**config.mk**
```make
export PLATFORM = sky130hd
export DESIGN_NAME = axi_up_mch_engine_flat
export DESIGN_NICKNAME = d
export VERILOG_FILES = /design/src/rtl/axi_up_mch_engine_if.sv /design/src/rtl/axi_up_mch_engine.sv /design/src/flat_wrapper.sv
export SDC_FILE = /design/constraint.sdc
export NUM_CORES = 1
export LEC_CHECK = 0
export BUFFER_PORTS_ARGS = -buffer_cell sky130_fd_sc_hd__buf_2
export CAP_MARGIN = 20
export CELL_PAD_IN_SITES_DETAIL_PLACEMENT = 0
export CELL_PAD_IN_SITES_GLOBAL_PLACEMENT = 2
export CORE_ASPECT_RATIO = 1.2
export CORE_MARGIN = 2
export CORE_UTILIZATION = 32
export CTS_CLUSTER_SIZE = 16
export DETAILED_ROUTE_END_ITERATION = 10
export GPL_TIMING_DRIVEN = 0
export PLACE_DENSITY = 0.91
export SYNTH_ARGS = -nofsm -noshare
export SYNTH_HDL_FRONTEND = slang
export SYNTH_SLANG_ARGS = --single-unit
```
**constraint.sdc**
```tcl
create_clock -name ACLK -period 3.3 [get_ports ACLK]
set_clock_uncertainty 0.05 [all_clocks]
set_input_delay 0.33 -clock ACLK [delete_from_list [all_inputs] [get_ports ACLK]]
set_output_delay 0.33 -clock ACLK [all_outputs]
set_load 0.005 [all_outputs]
```
**src/rtl/axi_up_mch_engine_if.sv**
```systemverilog
// Shared read/write master bus of the multi-channel copy engine.
// Signal suffixes are named from the engine's point of view.
interface axi_up_mch_engine_if #(
    parameter int ADDR_WIDTH = 32,
    parameter int DATA_WIDTH = 64
);
    logic                  rd_req_valid_o;
    logic                  rd_req_ready_i;
    logic [ADDR_WIDTH-1:0] rd_addr_o;
    logic                  rd_rsp_valid_i;
    logic                  rd_rsp_ready_o;
    logic [DATA_WIDTH-1:0] rd_rsp_data_i;
    logic                  rd_rsp_err_i;
    logic                  wr_req_valid_o;
    logic                  wr_req_ready_i;
    logic [ADDR_WIDTH-1:0] wr_addr_o;
    logic [DATA_WIDTH-1:0] wr_data_o;
    logic                  wr_rsp_valid_i;
    logic                  wr_rsp_ready_o;
    logic                  wr_rsp_err_i;

    modport master (
        output rd_req_valid_o, rd_addr_o, rd_rsp_ready_o,
        output wr_req_valid_o, wr_addr_o, wr_data_o, wr_rsp_ready_o,
        input  rd_req_ready_i, rd_rsp_valid_i, rd_rsp_data_i, rd_rsp_err_i,
        input  wr_req_ready_i, wr_rsp_valid_i, wr_rsp_err_i
    );

    modport slave (
        input  rd_req_valid_o, rd_addr_o, rd_rsp_ready_o,
        input  wr_req_valid_o, wr_addr_o, wr_data_o, wr_rsp_ready_o,
        output rd_req_ready_i, rd_rsp_valid_i, rd_rsp_data_i, rd_rsp_err_i,
        output wr_req_ready_i, wr_rsp_valid_i, wr_rsp_err_i
    );
endinterface

```
**src/rtl/axi_up_mch_engine.sv**
```systemverilog
// Multi-channel memory-to-memory copy engine: one beat in flight at a time,
// channels served round-robin over a shared read/write master port.
module axi_up_mch_engine #(
    parameter int NUM_CH     = 4,
    parameter int ADDR_WIDTH = 32,
    parameter int DATA_WIDTH = 64,
    parameter int SIZE_WIDTH = 15
) (
    input  logic                         ACLK,
    input  logic                         ARESET,
    input  logic [NUM_CH*ADDR_WIDTH-1:0] src_addr_i,
    input  logic [NUM_CH*ADDR_WIDTH-1:0] dst_addr_i,
    input  logic [NUM_CH*SIZE_WIDTH-1:0] size_i,
    input  logic [NUM_CH-1:0]            src_fixed_i,
    input  logic [NUM_CH-1:0]            dst_fixed_i,
    input  logic [NUM_CH-1:0]            int_en_i,
    input  logic [NUM_CH-1:0]            trigger_i,
    input  logic [NUM_CH-1:0]            abort_i,
    input  logic [NUM_CH-1:0]            clr_int_i,
    output logic [NUM_CH-1:0]            busy_o,
    output logic [NUM_CH-1:0]            int_pending_o,
    output logic [NUM_CH-1:0]            error_o,
    output logic                         int_o,
    axi_up_mch_engine_if.master          bus
);

    localparam int BPB  = DATA_WIDTH / 8;
    localparam int OFF  = $clog2(BPB);
    localparam int CH_W = (NUM_CH > 1) ? $clog2(NUM_CH) : 1;

    typedef enum logic [2:0] {
        S_IDLE,
        S_ARB,
        S_RD_REQ,
        S_RD_RSP,
        S_WR_REQ,
        S_WR_RSP
    } state_e;

    state_e                state_q, state_d;
    logic [CH_W-1:0]       cur_ch_q, cur_ch_d;
    logic [CH_W-1:0]       rr_ptr_q, rr_ptr_d;
    logic [NUM_CH-1:0]     busy_q, busy_d;
    logic [NUM_CH-1:0]     int_pend_q, int_pend_d;
    logic [NUM_CH-1:0]     error_q, error_d;
    logic [NUM_CH-1:0]     abort_pend_q, abort_pend_d;
    logic                  int_q;

    logic                  rd_req_valid_q, rd_rsp_ready_q;
    logic                  wr_req_valid_q, wr_rsp_ready_q;
    logic [ADDR_WIDTH-1:0] rd_addr_q, rd_addr_d;
    logic [ADDR_WIDTH-1:0] wr_addr_q, wr_addr_d;
    logic [DATA_WIDTH-1:0] wr_data_q, wr_data_d;

    logic [ADDR_WIDTH-1:0] src_q [NUM_CH];
    logic [ADDR_WIDTH-1:0] src_d [NUM_CH];
    logic [ADDR_WIDTH-1:0] dst_q [NUM_CH];
    logic [ADDR_WIDTH-1:0] dst_d [NUM_CH];
    logic [SIZE_WIDTH-1:0] rem_q [NUM_CH];
    logic [SIZE_WIDTH-1:0] rem_d [NUM_CH];
    logic [NUM_CH-1:0]     src_fix_q, src_fix_d;
    logic [NUM_CH-1:0]     dst_fix_q, dst_fix_d;

    logic                  pick_found;
    logic [CH_W-1:0]       pick_ch;
    logic                  in_beat;
    logic                  beat_end;
    logic                  beat_err;
    logic                  ch_abort;
    logic                  ch_int;
    logic [SIZE_WIDTH-1:0] new_beats;

    function automatic logic [CH_W-1:0] ch_add(input logic [CH_W-1:0] base, input int step);
        int sum;
        sum = int'(base) + step;
        if (sum >= NUM_CH) sum = sum - NUM_CH;
        return CH_W'(sum);
    endfunction

    assign in_beat = (state_q != S_IDLE) && (state_q != S_ARB);

    // Channels being aborted this cycle are not eligible for a new beat.
    always_comb begin
        pick_found = 1'b0;
        pick_ch    = '0;
        for (int i = 0; i < NUM_CH; i++) begin
            if (!pick_found && busy_q[ch_add(rr_ptr_q, i)] && !abort_i[ch_add(rr_ptr_q, i)]) begin
                pick_found = 1'b1;
                pick_ch    = ch_add(rr_ptr_q, i);
            end
        end
    end

    // NOTE: every signal driven here gets a default first, so no path can
    // leave one unassigned and infer a latch.
    always_comb begin
        state_d      = state_q;
        cur_ch_d     = cur_ch_q;
        rr_ptr_d     = rr_ptr_q;
        busy_d       = busy_q;
        int_pend_d   = int_pend_q;
        error_d      = error_q;
        abort_pend_d = abort_pend_q;
        rd_addr_d    = rd_addr_q;
        wr_addr_d    = wr_addr_q;
        wr_data_d    = wr_data_q;
        src_d        = src_q;
        dst_d        = dst_q;
        rem_d        = rem_q;
        src_fix_d    = src_fix_q;
        dst_fix_d    = dst_fix_q;
        beat_end     = 1'b0;
        beat_err     = 1'b0;
        ch_abort     = 1'b0;
        ch_int       = 1'b0;
        new_beats    = '0;

        for (int c = 0; c < NUM_CH; c++) begin
            if (clr_int_i[c]) begin
                int_pend_d[c] = 1'b0;
                error_d[c]    = 1'b0;
            end
            if (trigger_i[c] && !busy_q[c] && !abort_i[c]) begin
                new_beats    = size_i[c*SIZE_WIDTH +: SIZE_WIDTH] >> OFF;
                src_d[c]     = src_addr_i[c*ADDR_WIDTH +: ADDR_WIDTH];
                dst_d[c]     = dst_addr_i[c*ADDR_WIDTH +: ADDR_WIDTH];
                rem_d[c]     = new_beats;
                src_fix_d[c] = src_fixed_i[c];
                dst_fix_d[c] = dst_fixed_i[c];
                if (new_beats == '0) begin
                    if (int_en_i[c]) int_pend_d[c] = 1'b1;
                end else begin
                    busy_d[c]     = 1'b1;
                    int_pend_d[c] = 1'b0;
                    error_d[c]    = 1'b0;
                end
            end
            // The served channel must finish its beat before it can stop.
            if (abort_i[c] && busy_q[c]) begin
                if (in_beat && (cur_ch_q == CH_W'(c))) abort_pend_d[c] = 1'b1;
                else                                   busy_d[c]       = 1'b0;
            end
        end

        unique case (state_q)
            S_IDLE: if (|busy_d) state_d = S_ARB;
            S_ARB: begin
                if (pick_found) begin
                    cur_ch_d  = pick_ch;
                    rd_addr_d = src_q[pick_ch];
                    state_d   = S_RD_REQ;
                end else if (!(|busy_d)) begin
                    state_d = S_IDLE;
                end
            end
            S_RD_REQ: if (bus.rd_req_ready_i) state_d = S_RD_RSP;
            S_RD_RSP: begin
                if (bus.rd_rsp_valid_i) begin
                    if (bus.rd_rsp_err_i) begin
                        beat_end = 1'b1;
                        beat_err = 1'b1;
                    end else begin
                        wr_addr_d = dst_q[cur_ch_q];
                        wr_data_d = bus.rd_rsp_data_i;
                        state_d   = S_WR_REQ;
                    end
                end
            end
            S_WR_REQ: if (bus.wr_req_ready_i) state_d = S_WR_RSP;
            S_WR_RSP: begin
                if (bus.wr_rsp_valid_i) begin
                    beat_end = 1'b1;
                    beat_err = bus.wr_rsp_err_i;
                end
            end
            default: state_d = S_IDLE;
        endcase

        if (beat_end) begin
            rr_ptr_d = ch_add(cur_ch_q, 1);
            ch_abort = abort_pend_q[cur_ch_q] | abort_i[cur_ch_q];
            if (beat_err) begin
                error_d[cur_ch_q] = 1'b1;
                ch_int            = !ch_abort;
                busy_d[cur_ch_q]  = 1'b0;
            end else begin
                rem_d[cur_ch_q] = rem_q[cur_ch_q] - SIZE_WIDTH'(1);
                if (!src_fix_q[cur_ch_q]) src_d[cur_ch_q] = src_q[cur_ch_q] + ADDR_WIDTH'(BPB);
                if (!dst_fix_q[cur_ch_q]) dst_d[cur_ch_q] = dst_q[cur_ch_q] + ADDR_WIDTH'(BPB);
                if (rem_q[cur_ch_q] == SIZE_WIDTH'(1)) begin
                    ch_int           = !ch_abort;
                    busy_d[cur_ch_q] = 1'b0;
                end
                if (ch_abort) busy_d[cur_ch_q] = 1'b0;
            end
            if (ch_int && int_en_i[cur_ch_q]) int_pend_d[cur_ch_q] = 1'b1;
            abort_pend_d[cur_ch_q] = 1'b0;
            state_d = (|busy_d) ? S_ARB : S_IDLE;
        end
    end

    // NOTE: sequential state uses non-blocking assignments so every register
    // samples the pre-edge value of every other register.
    always_ff @(posedge ACLK) begin
        if (ARESET) begin
            state_q        <= S_IDLE;
            cur_ch_q       <= '0;
            rr_ptr_q       <= '0;
            busy_q         <= '0;
            int_pend_q     <= '0;
            error_q        <= '0;
            abort_pend_q   <= '0;
            int_q          <= 1'b0;
            rd_req_valid_q <= 1'b0;
            rd_rsp_ready_q <= 1'b0;
            wr_req_valid_q <= 1'b0;
            wr_rsp_ready_q <= 1'b0;
            rd_addr_q      <= '0;
            wr_addr_q      <= '0;
            wr_data_q      <= '0;
        end else begin
            state_q        <= state_d;
            cur_ch_q       <= cur_ch_d;
            rr_ptr_q       <= rr_ptr_d;
            busy_q         <= busy_d;
            int_pend_q     <= int_pend_d;
            error_q        <= error_d;
            abort_pend_q   <= abort_pend_d;
            int_q          <= |int_pend_d;
            rd_req_valid_q <= (state_d == S_RD_REQ);
            rd_rsp_ready_q <= (state_d == S_RD_RSP);
            wr_req_valid_q <= (state_d == S_WR_REQ);
            wr_rsp_ready_q <= (state_d == S_WR_RSP);
            rd_addr_q      <= rd_addr_d;
            wr_addr_q      <= wr_addr_d;
            wr_data_q      <= wr_data_d;
        end
    end

    // NOTE: per-channel context is only read while its busy bit is set, and
    // busy is reset, so this storage carries no reset.
    always_ff @(posedge ACLK) begin
        src_q     <= src_d;
        dst_q     <= dst_d;
        rem_q     <= rem_d;
        src_fix_q <= src_fix_d;
        dst_fix_q <= dst_fix_d;
    end

    assign busy_o             = busy_q;
    assign int_pending_o      = int_pend_q;
    assign error_o            = error_q;
    assign int_o              = int_q;
    assign bus.rd_req_valid_o = rd_req_valid_q;
    assign bus.rd_addr_o      = rd_addr_q;
    assign bus.rd_rsp_ready_o = rd_rsp_ready_q;
    assign bus.wr_req_valid_o = wr_req_valid_q;
    assign bus.wr_addr_o      = wr_addr_q;
    assign bus.wr_data_o      = wr_data_q;
    assign bus.wr_rsp_ready_o = wr_rsp_ready_q;

endmodule
```
**src/flat_wrapper.sv**
```systemverilog
// flat-port wrapper written by rule: the top's interface ports become plain ports
module axi_up_mch_engine_flat 
#(
    parameter int NUM_CH     = 4,
    parameter int ADDR_WIDTH = 32,
    parameter int DATA_WIDTH = 64,
    parameter int SIZE_WIDTH = 15
)
  (ACLK, ARESET, src_addr_i, dst_addr_i, size_i, src_fixed_i, dst_fixed_i, int_en_i, trigger_i, abort_i, clr_int_i, busy_o, int_pending_o, error_o, int_o, bus_rd_req_valid_o, bus_rd_addr_o, bus_rd_rsp_ready_o, bus_wr_req_valid_o, bus_wr_addr_o, bus_wr_data_o, bus_wr_rsp_ready_o, bus_rd_req_ready_i, bus_rd_rsp_valid_i, bus_rd_rsp_data_i, bus_rd_rsp_err_i, bus_wr_req_ready_i, bus_wr_rsp_valid_i, bus_wr_rsp_err_i);
  axi_up_mch_engine_if #(.ADDR_WIDTH(ADDR_WIDTH), .DATA_WIDTH(DATA_WIDTH)) bus_i ();
  input  logic ACLK;
  input  logic ARESET;
  input  logic [NUM_CH*ADDR_WIDTH-1:0] src_addr_i;
  input  logic [NUM_CH*ADDR_WIDTH-1:0] dst_addr_i;
  input  logic [NUM_CH*SIZE_WIDTH-1:0] size_i;
  input  logic [NUM_CH-1:0] src_fixed_i;
  input  logic [NUM_CH-1:0] dst_fixed_i;
  input  logic [NUM_CH-1:0] int_en_i;
  input  logic [NUM_CH-1:0] trigger_i;
  input  logic [NUM_CH-1:0] abort_i;
  input  logic [NUM_CH-1:0] clr_int_i;
  output logic [NUM_CH-1:0] busy_o;
  output logic [NUM_CH-1:0] int_pending_o;
  output logic [NUM_CH-1:0] error_o;
  output logic int_o;
  output wire logic [$bits(bus_i.rd_req_valid_o)-1:0] bus_rd_req_valid_o;
  output wire logic [$bits(bus_i.rd_addr_o)-1:0] bus_rd_addr_o;
  output wire logic [$bits(bus_i.rd_rsp_ready_o)-1:0] bus_rd_rsp_ready_o;
  output wire logic [$bits(bus_i.wr_req_valid_o)-1:0] bus_wr_req_valid_o;
  output wire logic [$bits(bus_i.wr_addr_o)-1:0] bus_wr_addr_o;
  output wire logic [$bits(bus_i.wr_data_o)-1:0] bus_wr_data_o;
  output wire logic [$bits(bus_i.wr_rsp_ready_o)-1:0] bus_wr_rsp_ready_o;
  input wire logic [$bits(bus_i.rd_req_ready_i)-1:0] bus_rd_req_ready_i;
  input wire logic [$bits(bus_i.rd_rsp_valid_i)-1:0] bus_rd_rsp_valid_i;
  input wire logic [$bits(bus_i.rd_rsp_data_i)-1:0] bus_rd_rsp_data_i;
  input wire logic [$bits(bus_i.rd_rsp_err_i)-1:0] bus_rd_rsp_err_i;
  input wire logic [$bits(bus_i.wr_req_ready_i)-1:0] bus_wr_req_ready_i;
  input wire logic [$bits(bus_i.wr_rsp_valid_i)-1:0] bus_wr_rsp_valid_i;
  input wire logic [$bits(bus_i.wr_rsp_err_i)-1:0] bus_wr_rsp_err_i;
  assign bus_rd_req_valid_o = bus_i.rd_req_valid_o;
  assign bus_rd_addr_o = bus_i.rd_addr_o;
  assign bus_rd_rsp_ready_o = bus_i.rd_rsp_ready_o;
  assign bus_wr_req_valid_o = bus_i.wr_req_valid_o;
  assign bus_wr_addr_o = bus_i.wr_addr_o;
  assign bus_wr_data_o = bus_i.wr_data_o;
  assign bus_wr_rsp_ready_o = bus_i.wr_rsp_ready_o;
  assign bus_i.rd_req_ready_i = bus_rd_req_ready_i;
  assign bus_i.rd_rsp_valid_i = bus_rd_rsp_valid_i;
  assign bus_i.rd_rsp_data_i = bus_rd_rsp_data_i;
  assign bus_i.rd_rsp_err_i = bus_rd_rsp_err_i;
  assign bus_i.wr_req_ready_i = bus_wr_req_ready_i;
  assign bus_i.wr_rsp_valid_i = bus_wr_rsp_valid_i;
  assign bus_i.wr_rsp_err_i = bus_wr_rsp_err_i;
  axi_up_mch_engine #(.NUM_CH(NUM_CH), .ADDR_WIDTH(ADDR_WIDTH), .DATA_WIDTH(DATA_WIDTH), .SIZE_WIDTH(SIZE_WIDTH)) u_core (.ACLK(ACLK), .ARESET(ARESET), .src_addr_i(src_addr_i), .dst_addr_i(dst_addr_i), .size_i(size_i), .src_fixed_i(src_fixed_i), .dst_fixed_i(dst_fixed_i), .int_en_i(int_en_i), .trigger_i(trigger_i), .abort_i(abort_i), .clr_int_i(clr_int_i), .busy_o(busy_o), .int_pending_o(int_pending_o), .error_o(error_o), .int_o(int_o), .bus(bus_i));
endmodule
```
==> results.cfg <==
[status]
outcome = completed

[power]
p_per_area_mw_per_mm2 = 486
vdd_drop_max_v = 0.000425
p_leak_nw = 13.5
power_mw = 15.9

[yosys]
synth_top_family_by_area = simple AND/OR/NAND/NOR gates
synth_compound_area_share_pct = 18.2
synth_area_mm2 = 0.0231
ys.flop_type = dfxtp_1
synth_edf_count = 8
ys_seq_elements = 480
synth_simple_gate_area_share_pct = 18.8
synth_mux_area_share_pct = 13.9
seq_area_frac_synth_pct = 41.9
synthAdderAreaFrac_pct = 0.433
yosys.area_share.xor_xnor_pct = 2.54
synthDistinctLibCells = 67
yosysWarnings = 0
synth.net_count = 3009
avgSynthCellArea_um2 = 8.94
synthCells = 2589
synth-async-reset-ratio_pct = 0

[placed_design]
io_buffers = 544
dp_hpwl_um = 80800
routabilityCongestion = 0.922

[setup_path]
critical_path_class = register to register
crit_path_max_fanout = 10
cp.arrival_ns = 3.72
path_common_cell = buf_6
critPathRequiredTime_ns = 3.79
cp-start-kind = register
cpMaxStageDelayCell = ha_1
crit_chain = buf_6 > buf_6 > buf_6 > clkbuf_8 > inv_1 > ha_1 > nand2_2 > nor2_4 > buf_2 > a211oi_1 > a21oi_1
slowest_delay_ns = 0.42
end_kind = register

[floorplan]
fp.dieArea_mm2 = 0.0745
die_h_um = 299
io_pins = 557
fp.coreArea_mm2 = 0.0719
placementRows = 108
die_x_um = 249
initial_core_util_pct = 32.2

[grt]
top_usage_layer = met2
grt.total_usage_pct = 28.9
grt_pass1_vias = 24500
antenna_found_initial = 5
met2_usage_pct = 49.7
grt_use_met1_pct = 35.7
grt-ovfl-total = 0
grt_max_degree = 15
grt_pass1_wl_um = 161000
met3_usage_pct = 4.57

[clocking]
numCtsBuffers = 53
clockBufferDepth = 3
insertion_delay_ns = 0.62
cts_sinks = 480
cts-root-buf = clkbuf_16
h-tree-depth = 2
cts_tree = yes
clk_pin_slew_ns = 0.06

[sta]
hold_ws_ns = 0.0232
rsz0062_at_grt = false
hold_viol_final = 0
relSlewSlack_pct = 22.0
period_share_pct = 97.7
timing_worst_slew_pin_value_ns = 1.17
drv_slew = 0
fmax_ghz = 0.310
period_needed_ns = 3.23
finalSetupViolations = 0

[finish]
syn_to_final_growth_pct = 41.2
nets = 3964
final_util_pct = 45.4
fill_cells = 7147
final_layout_size_suffix_gt1_share_pct = 22.8

[route]
finalWirelength_um = 111000
dr.pass1.iters = 6
ant_nets = 0
initialDrtViolationCount = 2047
wl_per_cell_um = 24.6
drc = 0
vias = 24500
drt-vias-per-instance = 5.41

[run]
maxCapViolCount = 0

[worst_hold_path]
hold_path.class = primary input to register
[kinds of logic (layout without fill, tap and decap cells)]
logic type | Yosys count | count (layout)
and+or+nand+nor | 901 | 901
other | 0 | 6
adders and majority gates | 8 | 8
buffers and inverters | 216 | 1210
AOI/OAI and AO/OA | 700 | 700
DFF | 480 | 480
xor gates and xnor gates | 67 | 67
muxes | 217 | 217
[power by group]
group          total, mW  switching, mW  internal (mW)
sequential          6.81          0.378           6.43
combinational       2.99           1.57           1.42
clock               6.09           2.62           3.46
total               15.9           4.57           11.3
[critical path: cells and delay by family, from the launching register on]
kind	cells	cell delay (ns)
buffers and inverters	6	1.29
and+or+nand+nor	2	0.67
adders and majority gates	1	0.42
DFF	1	0.41
AOI/OAI and AO/OA	2	0.28
[cells in the mapped netlist, types with 9 or more instances]
master / number / area, um^2
nand2_1: 498 / 1870
dfxtp_1: 472 / 9450
a21oi_1: 302 / 1510
a211oi_1: 194 / 1460
clkbuf_1: 154 / 578
mux2i_1: 134 / 1340
o21ai_0: 118 / 591
nor2b_1: 109 / 682
and2_1: 102 / 638
mux4_2: 72 / 1620
nor2_1: 49 / 184
xor2_1: 35 / 307
nand3_1: 34 / 170
o221ai_1: 33 / 289
xnor2_1: 32 / 280
nand4_1: 21 / 131
buf_2: 17 / 85.1
a31oi_1: 13 / 81.3
inv_1: 13 / 48.8
o21ai_1: 13 / 65.1
nor3_1: 12 / 60.1
buf_6: 11 / 124
nor4_1: 10 / 62.6
and3_1: 9 / 56.3
buf_1: 9 / 33.8
[final timing paths]
| check | from | to | slack [ns] | cells after the start |
|---|---|---|---|---|
| worst max register to register | u_core.cur_ch_q[1] | u_core.dst_q[95] | 0.07 | 11 |
| worst min-delay path | size_i[23] | u_core.rem_q[35] | 0.02 | 5 |
| worst max-delay path | u_core.cur_ch_q[1] | u_core.dst_q[95] | 0.07 | 11 |
| worst min register to register | u_core.bus.wr_data_o[44] | u_core.bus.wr_data_o[44] | 0.40 | 2 |
[per-stage QoR]
stage               worst slack (ns)  area, um^2  cells  TNS [ns]
floorplan                      0.623       23100   2589         0
finish                        0.0750       32700   4524         0
CTS                           0.0123       32500   4513         0
detailed placement             -1.78       27100   4073   -372.16
global placement               -1.74       27000   4068   -362.91
global route                 0.00313       32700   4522         0
[cell usage in the layout, fill, tap and decap left out, drive strengths merged, types with 109 or more instances in the layout]
master and n:
clkbuf 228, mux2i 134, o21ai 131, nor2b 109, dlygate4sd3 349, nand2 498
a211oi 194, dfxtp 472, buf 599, a21oi 302
[registers in the layout (all words and copies together) (netlist names), 2 cells and up, named ones only]
register,cells
u_core.bus.rd_addr_o,32
u_core.bus.wr_addr_o,32
u_core.bus.wr_data_o,64
u_core.busy_o,4
u_core.cur_ch_q,2
u_core.dst_fix_q,4
u_core.dst_q,128
u_core.error_o,4
u_core.int_pending_o,4
u_core.rem_q,60
u_core.rr_ptr_q,2
u_core.src_fix_q,4
u_core.src_q,128
u_core.state_q,3
[metal layers]
layer  part of all wire, %  vias to the layer above
met3                   6.6                      252
li1                      -                    11200
met1                    41                    11900
met2                    48                     1093
met5                     0                        -
met4                   4.7                        0
[cell type report]
| cell class | count | area, um^2 | area share, % |
|---|---|---|---|
| flip-flops and latches | 480 | 9690 | 29.7 |
| multi-input cells | 1893 | 12600 | 38.6 |
| repair buffers | 905 | 6390 | 19.6 |
| clock inverters | 17 | 196 | 0.601 |
| well taps | 935 | 1170 | 3.58 |
| diodes | 6 | 15.0 | 0.0460 |
| plain buffers | 194 | 1000 | 3.07 |
| inverters | 17 | 63.8 | 0.195 |
| clock buffers | 77 | 1540 | 4.71 |
[timing repair]
action / 4_1_cts / 5_1_grt
setup endpoints to repair: 337 / 80
hold endpoints to repair: 349 / 0
resized for setup: 65 / 11
setup buffers: 1 / 4
pin swaps: 3 / 4
hold buffers: 349 / 0
Note: power is estimated with default switching activity, not from simulation.
